<file path="config.mk">
export PLATFORM = sky130hd
export DESIGN_NAME = imem_line_responder
export DESIGN_NICKNAME = d
export VERILOG_FILES = /design/src/rtl/imem_line_responder.sv
export SDC_FILE = /design/constraint.sdc
export NUM_CORES = 1
export LEC_CHECK = 0
export BUFFER_PORTS_ARGS = -buffer_cell sky130_fd_sc_hd__buf_4
export CAP_MARGIN = 10
export CORE_MARGIN = 2
export CORE_UTILIZATION = 51
export DETAILED_ROUTE_END_ITERATION = 10
export PLACE_DENSITY = 0.76
export REMOVE_ABC_BUFFERS = 1
export SLEW_MARGIN = 20
export SYNTH_ARGS = -nofsm -noshare
export SYNTH_HDL_FRONTEND = slang
export SYNTH_SLANG_ARGS = --single-unit
</file>
<file path="constraint.sdc">
create_clock -name clk -period 1.7 [get_ports clk]
set_clock_uncertainty 0.1 [all_clocks]
set_input_delay 0.255 -clock clk [delete_from_list [all_inputs] [get_ports clk]]
set_output_delay 0.255 -clock clk [all_outputs]
set_load 0.05 [all_outputs]
</file>
<file path="src/rtl/imem_line_responder.sv">
// Single-line instruction buffer: combinational hit path, req/ack line refill on miss.
// Define IMEM_PERF_CNT_EN to add saturating hit_count/miss_count outputs.
module imem_line_responder #(
   parameter int unsigned LINE_WORDS = 4,
   parameter int unsigned WORD_W     = 33
) (
   input  logic              clk,
   input  logic              reset,
   input  logic [WORD_W-1:0] pc,
   input  logic              flush,
   output logic [WORD_W-1:0] instruction,
   output logic              hold,
   output logic              mem_req,
   output logic [WORD_W-1:0] mem_addr,
   input  logic              mem_ack,
   input  logic [WORD_W-1:0] mem_rdata
`ifdef IMEM_PERF_CNT_EN
   ,
   output logic [31:0]       hit_count,
   output logic [31:0]       miss_count
`endif
);

   localparam int unsigned IDX_W = $clog2(LINE_WORDS);
   localparam int unsigned TAG_W = WORD_W - 2 - IDX_W;
   localparam logic [IDX_W-1:0] LAST_BEAT = IDX_W'(LINE_WORDS - 1);

   typedef enum logic {
      IDLE,
      FILL
   } state_t;

   state_t            state;
   state_t            state_nx;
   logic              line_valid;
   logic [TAG_W-1:0]  line_tag;
   logic [WORD_W-1:0] data [LINE_WORDS];
   logic [IDX_W-1:0]  cnt;
   logic [TAG_W-1:0]  fill_tag;
   logic              kill;

   logic [IDX_W-1:0]  pc_idx;
   logic [TAG_W-1:0]  pc_tag;
   logic              hit;
   logic              start_fill;
   logic              beat_wr;
   logic              fill_done;
   logic              unused_pc_lo;

   assign pc_idx       = pc[2 +: IDX_W];
   assign pc_tag       = pc[WORD_W-1 -: TAG_W];
   assign unused_pc_lo = ^pc[1:0];

   assign hit         = (state == IDLE) && line_valid && (line_tag == pc_tag) && !flush;
   assign hold        = !hit;
   assign instruction = hit ? data[pc_idx] : '0;

   always_ff @(posedge clk or negedge reset) begin
      if (!reset) begin
         state <= IDLE;
      end else begin
         state <= state_nx;
      end
   end

   always_comb begin
      state_nx   = state;
      start_fill = 1'b0;
      beat_wr    = 1'b0;
      fill_done  = 1'b0;
      mem_req    = 1'b0;
      mem_addr   = '0;
      case (state)
         IDLE: begin
            if (!hit) begin
               state_nx   = FILL;
               start_fill = 1'b1;
            end
         end
         FILL: begin
            mem_req = 1'b1;
            // fill base has zero low bits, so concatenation equals base + 4*cnt modulo 2^WORD_W
            mem_addr = {fill_tag, cnt, 2'b00};
            if (mem_ack) begin
               beat_wr = 1'b1;
               if (cnt == LAST_BEAT) begin
                  fill_done = 1'b1;
                  state_nx  = IDLE;
               end
            end
         end
         default: state_nx = IDLE;
      endcase
   end

   always_ff @(posedge clk or negedge reset) begin
      if (!reset) begin
         line_valid <= 1'b0;
         line_tag   <= '0;
         cnt        <= '0;
         fill_tag   <= '0;
         kill       <= 1'b0;
         for (int unsigned i = 0; i < LINE_WORDS; i++) begin
            data[i] <= '0;
         end
      end else begin
         if (start_fill) begin
            fill_tag <= pc_tag;
            cnt      <= '0;
            kill     <= 1'b0;
            if (flush) begin
               line_valid <= 1'b0;
            end
         end
         // a flush mid-refill lets the bus finish but poisons the resulting line
         if ((state == FILL) && flush) begin
            kill <= 1'b1;
         end
         if (beat_wr) begin
            data[cnt] <= mem_rdata;
            cnt       <= cnt + IDX_W'(1);
         end
         if (fill_done) begin
            line_tag   <= fill_tag;
            line_valid <= !kill && !flush;
         end
      end
   end

`ifdef IMEM_PERF_CNT_EN
   always_ff @(posedge clk or negedge reset) begin
      if (!reset) begin
         hit_count  <= '0;
         miss_count <= '0;
      end else begin
         if (hit && (hit_count != '1)) begin
            hit_count <= hit_count + 32'd1;
         end
         if (start_fill && (miss_count != '1)) begin
            miss_count <= miss_count + 32'd1;
         end
      end
   end
`endif

endmodule

</file>
==> summary by stage, run 1 <==
Outcome
The run finished, with violations left. The checks that failed: setup timing.

Power
Of the total power, combinational logic draws 0.499. IR analysis of the VDD net gives a maximum drop of 1.10 mV. The share of total power dissipated in sequential elements is 0.343. The power per unit of standard cell area is roughly 1900 nW/um^2. The net switching component of the power is 8780 uW.

Cell internal power was estimated by the tool at roughly 17,000 uW. The share of power burned in the clock network is 0.158. The reported leakage power is approximately 0.0067 uW. The switching share of power is 0.343.

Clock network
The clock transition at the registers of the reported paths is 80 ps. TritonCTS built the clock tree. Clock tree synthesis selected as its root buffer the cell sky130_fd_sc_hd__clkbuf_16. Clock latency on the worst-skew pair, taken at its later pin, is 440 ps. The H-tree generated during clock tree synthesis spans 4 levels. The longest clock path from root to sink contains 2 buffers. The number of buffers created by CTS is 17.

The clock net in this run drives a total of 195 sinks.

Timing
The worst path in the final design needs a cycle of 2700 ps, including I/O delays and setup. The number of failing hold endpoints at the final stage is 0. On the final layout, the worst hold slack is 19.2 ps. The number of pins exceeding their max-slew limit in the final report was 0.

The highest attainable clock frequency is between 0.3 and 0.4 GHz. Once routing completed, OpenROAD measured the worst setup slack at -995 ps. In the finished design, the share of the clock period the worst path needs comes to 1.59. Setup repair after global routing could not meet its margin everywhere. The number of endpoints failing setup at the final stage is approximately 260.

The setup TNS after final layout is -62,140 ps.

Worst setup path
For the worst setup path, the data required time is between 1000 and 1500 ps. In this run the worst path has a maximum fanout of 19. The setup check on the worst reg-to-reg path leaves a slack of -540 ps.

The critical path is of the flip-flop to primary output type. The data arrival at the endpoint of the critical path is 2340 ps. STA classifies the critical path endpoint as a primary output. Measured in cells, the most critical reg-to-reg path has a length of 7. The worst register-to-register path begins at line_tag[23].

The category of the worst setup path launch point is a flip-flop. The endpoint identified for the worst register-to-register timing path is fill_tag[15].

Synth
The Yosys step of the flow raised 0 warnings. The post-synthesis cell area is approximately 9000 um^2. Counting flops and latches in the post-synthesis netlist gives roughly 200. The netlist uses 26 different library cells. Synthesis handed over a netlist of 584 instances.

The sequential fraction of the synthesis area is 0.542. Averaged over all synthesized cells, the footprint is around 15 um^2.

Detailed routing
After detailed routing, the number of remaining DRC violations is 0. In this run the remaining antenna-violating nets after routing total 0. The detail-routed net length per standard cell is between 20 and 30 um. The detailed router placed 6,222 vias in this run.

Wires add up to 27,900 um. Dividing the detail-routed via count by the number of cells gives between 5 and 6. The initial detailed-routing violation count is around 460. Before antenna repair, the detailed router went through 5 iterations.

Floorplanning
In this run the count of I/O pins placed on the die edge is roughly 140. The initial utilization of the core area, before any placement, comes to 0.520. The die extent in y is ~140 um. The die covers approximately 19,000 um^2. The row count is between 40 and 50. Measured along the x axis, the die boundary spans approximately 140 um. The area of the core region is 17,300 um^2.

Global route
The routing layer with the top usage in global route is met2. In the global route stage, met2 resource usage came out at 0.417. Entering global routing, the biggest net connects 51 pins.

The first global-routing pass estimated between 30,000 and 40,000 um of wire. The met1 usage is 0.338. The residual overflow from global routing is 0. The global-route met3 utilization is 0.0344.

In the global route stage, overall resource usage came out at 0.252. The number of antenna violations at the first check in global routing was 0. The via count of the first global-routing pass came to 6,360.

Layout
In the final design database the tool counted 911 nets. Leaving out fill and tap cells, the most frequent cells in the layout are sky130_fd_sc_hd__dfrtp_1 (193), sky130_fd_sc_hd__mux2_4 (184), sky130_fd_sc_hd__buf_4 (90). The area growth from synthesis to layout is 52.7%. The combined flip-flop and latch cell area is just under 5000 um^2.

The library cell used most frequently in the layout, excluding fill and tap cells, is sky130_fd_sc_hd__dfrtp_1. 0 antenna diodes ended up in the layout. The share of layout cells above drive strength 1 is 0.627. The number of filler cells placed in the layout is between 800 and 900. In the final layout, the multi-input gates occupy 4770 um^2.

Min path
The worst hold path passes through 3 cells. For hold timing, the worst endpoint is line_valid. The class of the worst hold path is primary input to flip-flop. The critical hold path startpoint is flush.

Placement
The post-DP HPWL is about 13,000 um. The port buffer count is 133. The global placement routability congestion is just under 0.8.

Flow run
The max-capacitance violation count is 0.
Yosys cell counts (all sizes together):
cell / instances / area [um^2]
inv: 3 / 11.3
xnor2: 30 / 263
o21ai: 1 / 5.00
dfrtp: 195 / 4880
ha: 4 / 50.1
mux2: 190 / 2250
nand4: 7 / 43.8
o21a: 1 / 7.51
mux2i: 1 / 10.0
o22ai: 2 / 12.5
nor4: 1 / 21.3
clkbuf: 19 / 71.3
nor2: 6 / 22.5
and2: 30 / 188
buf: 18 / 146
mux4: 33 / 743
a21oi: 1 / 5.00
conb: 1 / 3.75
nor2b: 33 / 206
nand3: 7 / 40.0
a31o: 1 / 17.5
worst max-delay path by stage:
stage	from	end	slack (ps)
finish	line_tag[23]	instruction[31]	-1000
global route	line_tag[14]	instruction[31]	-1140
CTS	line_tag[14]	instruction[24]	-890
detailed placement	pc[15]	instruction[24]	-510
global placement	pc[15]	instruction[24]	-530
floorplan	state	data[0]	-2060
cells by family after synthesis:
logic type	after synthesis	share of synthesized area
multiplexers	224	0.334
flip-flops	195	0.542
buffers and inverters	40	0.0255
other	1	0.000417
AND/OR/NAND/NOR	84	0.0580
AO/OA/AOI/OAI	6	0.00528
adder cells (fa/ha/maj)	4	0.00556
XOR/XNOR	30	0.0292
metal layers:
| metal | vias up | part of all wire |
|---|---|---|
| met5 | - | 0 |
| met4 | 0 | 0.039 |
| met1 | 3315 | 0.41 |
| met2 | 231 | 0.51 |
| li1 | 2599 | - |
| met3 | 77 | 0.039 |
state kept, by name (all words and copies together), names as in the netlist:
signal      cells
kill            1
cnt             2
data          132
fill_tag       29
line_valid      1
state           1
line_tag       29
stage by stage:
step	cells	total power (uW)	utilization	cell area (um^2)	setup WS (ps)
6_report	1075	25600	0.794	13700	-995
5_1_grt	1075	26600	0.794	13700	-1140
4_1_cts	1048	23200	0.736	12700	-891
3_5_place_dp	940	17100	0.614	10600	-513
3_3_place_gp	940	16500	0.614	10600	-533
2_1_floorplan	548	14400	-	8780	-2060
critical path, stage by stage, from the launching register on:
cell	delay [ps]
sky130_fd_sc_hd__dfrtp_1	410
sky130_fd_sc_hd__xnor2_1	180
sky130_fd_sc_hd__nand3_1	150
sky130_fd_sc_hd__nor4_4	370
sky130_fd_sc_hd__nand3_4	190
sky130_fd_sc_hd__buf_12	240
sky130_fd_sc_hd__nor2b_1	170
sky130_fd_sc_hd__buf_6	180
repair_timing:
action                                  CTS  global route
endpoints found under the setup margin   99           261
gates resized for setup                 190           161
pin swaps                                 4             3
hold endpoints to repair                201             1
cloned                                    6            20
hold buffers                             61             1
setup buffers                            11            11
power by group through the flow:
stage	clock (uW)	combinational (uW)	sequential, uW
6_report	4050	12800	8790
5_1_grt	4280	13300	9040
4_1_cts	4060	10700	8430
3_5_place_dp	0	8650	8430
3_3_place_gp	0	8360	8160
2_1_floorplan	0	6460	7980
area by class of cell:
cell class,instances,area share
clock buffers,17,0.0310
clock inverters,15,0.0119
inverters,3,0.00155
multi-input cells,351,0.347
flip-flops and latches,195,0.356
well taps,225,0.0205
repair buffers,269,0.232
Note: power is estimated with default switching activity, not from simulation.
==> run 2, diff against run 1 <==
--- a/config.mk
+++ b/config.mk
@@ -10,6 +10,7 @@
 export CORE_MARGIN = 2
 export CORE_UTILIZATION = 51
 export DETAILED_ROUTE_END_ITERATION = 10
+export MAX_ROUTING_LAYER = met4
 export PLACE_DENSITY = 0.76
 export REMOVE_ABC_BUFFERS = 1
 export SLEW_MARGIN = 20
==> run 2 against run 1 <==
Effect of this change:
- the flow still finishes with violations (setup timing)
- non-clock buffer count shrank 6
- design area shrank 1.3%
- largest cell class unchanged
- sequential power shrank 1%
- worst hold slack gained 11 ps
- critical endpoint is now instruction[17]
- register-to-register slack is essentially flat
- clock power is essentially flat
- via count shrank 2.7%
- critical path depth is the same
- first-iteration DRC count shrank 3.3%
==> summary by stage, run 2 (same netlist as run 1, synthesis figures left out) <==
Outcome
The flow ran to the end, but the final reports show violations. The checks that failed: setup timing.

Detailed routing
The initial detailed-routing violation count is 440. The number of nets still failing antenna checks after routing is 0. Before antenna repair, the detailed router went through 4 iterations. The count of vias placed by the detailed router is 6,053. The detail-routed net length per standard cell is around 24 um. The routed wire length is 26,200 um.

In the routed design, unresolved DRC markers number 0. Using the TritonRoute via totals, the vias-per-cell ratio works out to roughly 5.7.

Timing
The minimum clock period is approximately 2700 ps. The transition time of the tightest slew-check pin is between 500 and 600 ps. For this run, the top clock speed supported by timing is around 0.36 GHz. Setup repair after global routing could not meet its margin everywhere.

Final hold analysis gives a worst-case slack of approximately 30 ps. The number of pins exceeding their max-slew limit in the final report came to 0. The number of failing hold endpoints at the final stage is 0.

The final cycle utilization of the critical path is 1.61. The worst relative slew slack is 0.666. The number of endpoints failing setup at the final stage is 220. The least setup slack across all paths after layout is -1040 ps.

Floorplanning
The starting utilization of the core area is 0.520. The number of ports placed on the die boundary is around 140. The row count is 48.

The die is around 140 um tall. The area enclosed by the die boundary is 18,700 um^2. The area of the core region is between 15,000 and 20,000 um^2. The width of the die is between 100 and 150 um.

Worst setup path
The highest fanout seen on the critical path is 37. The kind of cell with the highest combined delay along the critical path is simple AND/OR/NAND/NOR gates. On the worst path, the slowest cell contributes a delay of roughly 400 ps. The worst path buffer plus inverter count is 2. The worst setup path is of the flip-flop to primary output kind. The category of the worst setup path launch point is a flip-flop.

The capturing element type of the critical path is a primary output. Walking the worst path, the cells encountered are xnor2_2 -> nand4_1 -> nor4_4 -> nand3_2 -> buf_12 -> nor2b_1 -> buf_4. STA puts the critical path data required time at 1340 ps.

The critical-path cell with the highest stage delay is sky130_fd_sc_hd__dfrtp_1. For the worst setup path, the data arrival time is roughly 2400 ps.

Flow run
Max-cap violations in this run came to 0.

Global route
The first global-routing pass estimated 35,700 um of wire. The via count of the first global-routing pass is ~6,400. The number of antenna violations at the first check in global routing is 0. For this run, the total global-route usage over all layers was measured as 0.259. The pin count of the biggest net entering global routing is 51. The residual overflow from global routing is 0.

Min path
The class of the worst hold path is primary input to flip-flop.

Layout
The register with the most flip-flops in the layout has approximately 130 of them. The area growth from synthesis to layout is 50.6%. 0 antenna diodes ended up in the layout.

The filler-free cell count of the finished design is 1,069. Summing all non-filler instances in the final layout gives an area of around 14,000 um^2. Across the whole layout, storage elements account for just under 5000 um^2. The layout has between 800 and 900 filler cells. At the end of the flow the core is filled with cells to 0.783. The final layout net count is 905.

In the layout the commonest cells are sky130_fd_sc_hd__dfrtp_1 (193), sky130_fd_sc_hd__mux2_4 (177), sky130_fd_sc_hd__buf_4 (89). The register with the highest flop count is data. In the final layout, the registers with the most flip-flops are data: 132 flops, fill_tag: 29 flops, line_tag: 29 flops. Summing all multi-input logic gate instances after layout gives 4680 um^2. The share of layout cells above drive strength 1 is 0.622. The library cell used most frequently in the layout, excluding fill and tap cells, is sky130_fd_sc_hd__dfrtp_1.

Placement
The post-detailed-placement cell area is about 11,000 um^2. Buffers placed on the I/O ports in this run total between 100 and 150. The cell count after placement is 940. Routability-driven placement finished with a final weighted congestion of between 0.7 and 0.8. The post-DP HPWL is between 10,000 and 15,000 um.

Power
VDD sags by at most roughly 1.1 mV. The power per unit of standard cell area is approximately 1900 nW/um^2. The completed layout was analyzed and its total power is 25,300 uW. For this design the static power due to leakage is 0.00653 uW.

Clock network
The number of buffers created by CTS is 17. The H-tree was split into 4 levels. After clock tree synthesis, the clock-pin slew on the worst setup and hold paths is ~80 ps. The clock tree from TritonCTS is built. The clock reaches the later pin of the worst-skew pair after roughly 440 ps. The clock passes through at most 2 buffers. The clock sink total is slightly below 200. The buffer cell driving the clock tree root is sky130_fd_sc_hd__clkbuf_16.
run 2: cell count changes in the layout (fill, tap and decap cells not counted), moves of 3 or more:
cell	delta
sky130_fd_sc_hd__buf_8	-3
sky130_fd_sc_hd__mux2_2	+7
sky130_fd_sc_hd__mux2_4	-7
sky130_fd_sc_hd__nor2b_2	+8
sky130_fd_sc_hd__nor2b_4	-9
run 2: final timing paths:
check | slack [ps] | cells after the start | start | end
max reg2reg | -550 | 7 | line_tag[14] | fill_tag[15]
max in group asynchronous | 640 | 3 | reset | data[62]
min | 30 | 3 | flush | line_valid
min reg2reg | 410 | 1 | data[31] | data[31]
min in group asynchronous | 270 | 2 | reset | line_tag[3]
max | -1040 | 7 | line_tag[14] | instruction[17]
run 2: layer usage:
layer	GRT usage	routed length, um	vias up
met5	-	0	-
met4	0.104	664	0
met3	0.0304	1010	53
met2	0.416	13400	190
met1	0.341	11100	3224
li1	-	-	2586
run 2: final cells by class:
| class | count | area share |
|---|---|---|
| clock buffers | 17 | 0.0314 |
| clock inverters | 15 | 0.0121 |
| inverters | 3 | 0.00157 |
| multi-input cells | 351 | 0.346 |
| flip-flops and latches | 195 | 0.360 |
| well taps | 225 | 0.0208 |
| repair buffers | 263 | 0.228 |
run 2: through the flow:
| stage | setup WS [ps] | setup TNS [ps] |
|---|---|---|
| after floorplan | -2060 | -329110 |
| after global placement | -533 | -25420 |
| after detailed placement | -513 | -25830 |
| after CTS | -891 | -63780 |
| after global routing | -1120 | -71360 |
| final | -1040 | -60550 |
run 2: worst register-to-register path, cell delays in order, from the launching register on:
cell                      delay [ps]
sky130_fd_sc_hd__dfrtp_1         410
sky130_fd_sc_hd__xnor2_2         180
sky130_fd_sc_hd__nand4_1         180
sky130_fd_sc_hd__nor4_4          370
sky130_fd_sc_hd__buf_4           170
sky130_fd_sc_hd__a31o_4          230
sky130_fd_sc_hd__buf_12          170
sky130_fd_sc_hd__mux2_4          320
run 2: timing repair:
item,in CTS,in global routing
buffers inserted,11,7
resized for setup,190,134
pin swaps,4,2
cloned,6,18
endpoints found under the hold margin,201,1
hold buffers,61,1
setup endpoints to repair,99,261
run 2: where the power goes:
| part | internal [uW] | total, uW | switching (uW) |
|---|---|---|---|
| Sequential | 7040 | 8700 | 1660 |
| Combinational | 7580 | 12500 | 4950 |
| Clock | 2090 | 4070 | 1980 |
| Total | 16700 | 25300 | 8590 |
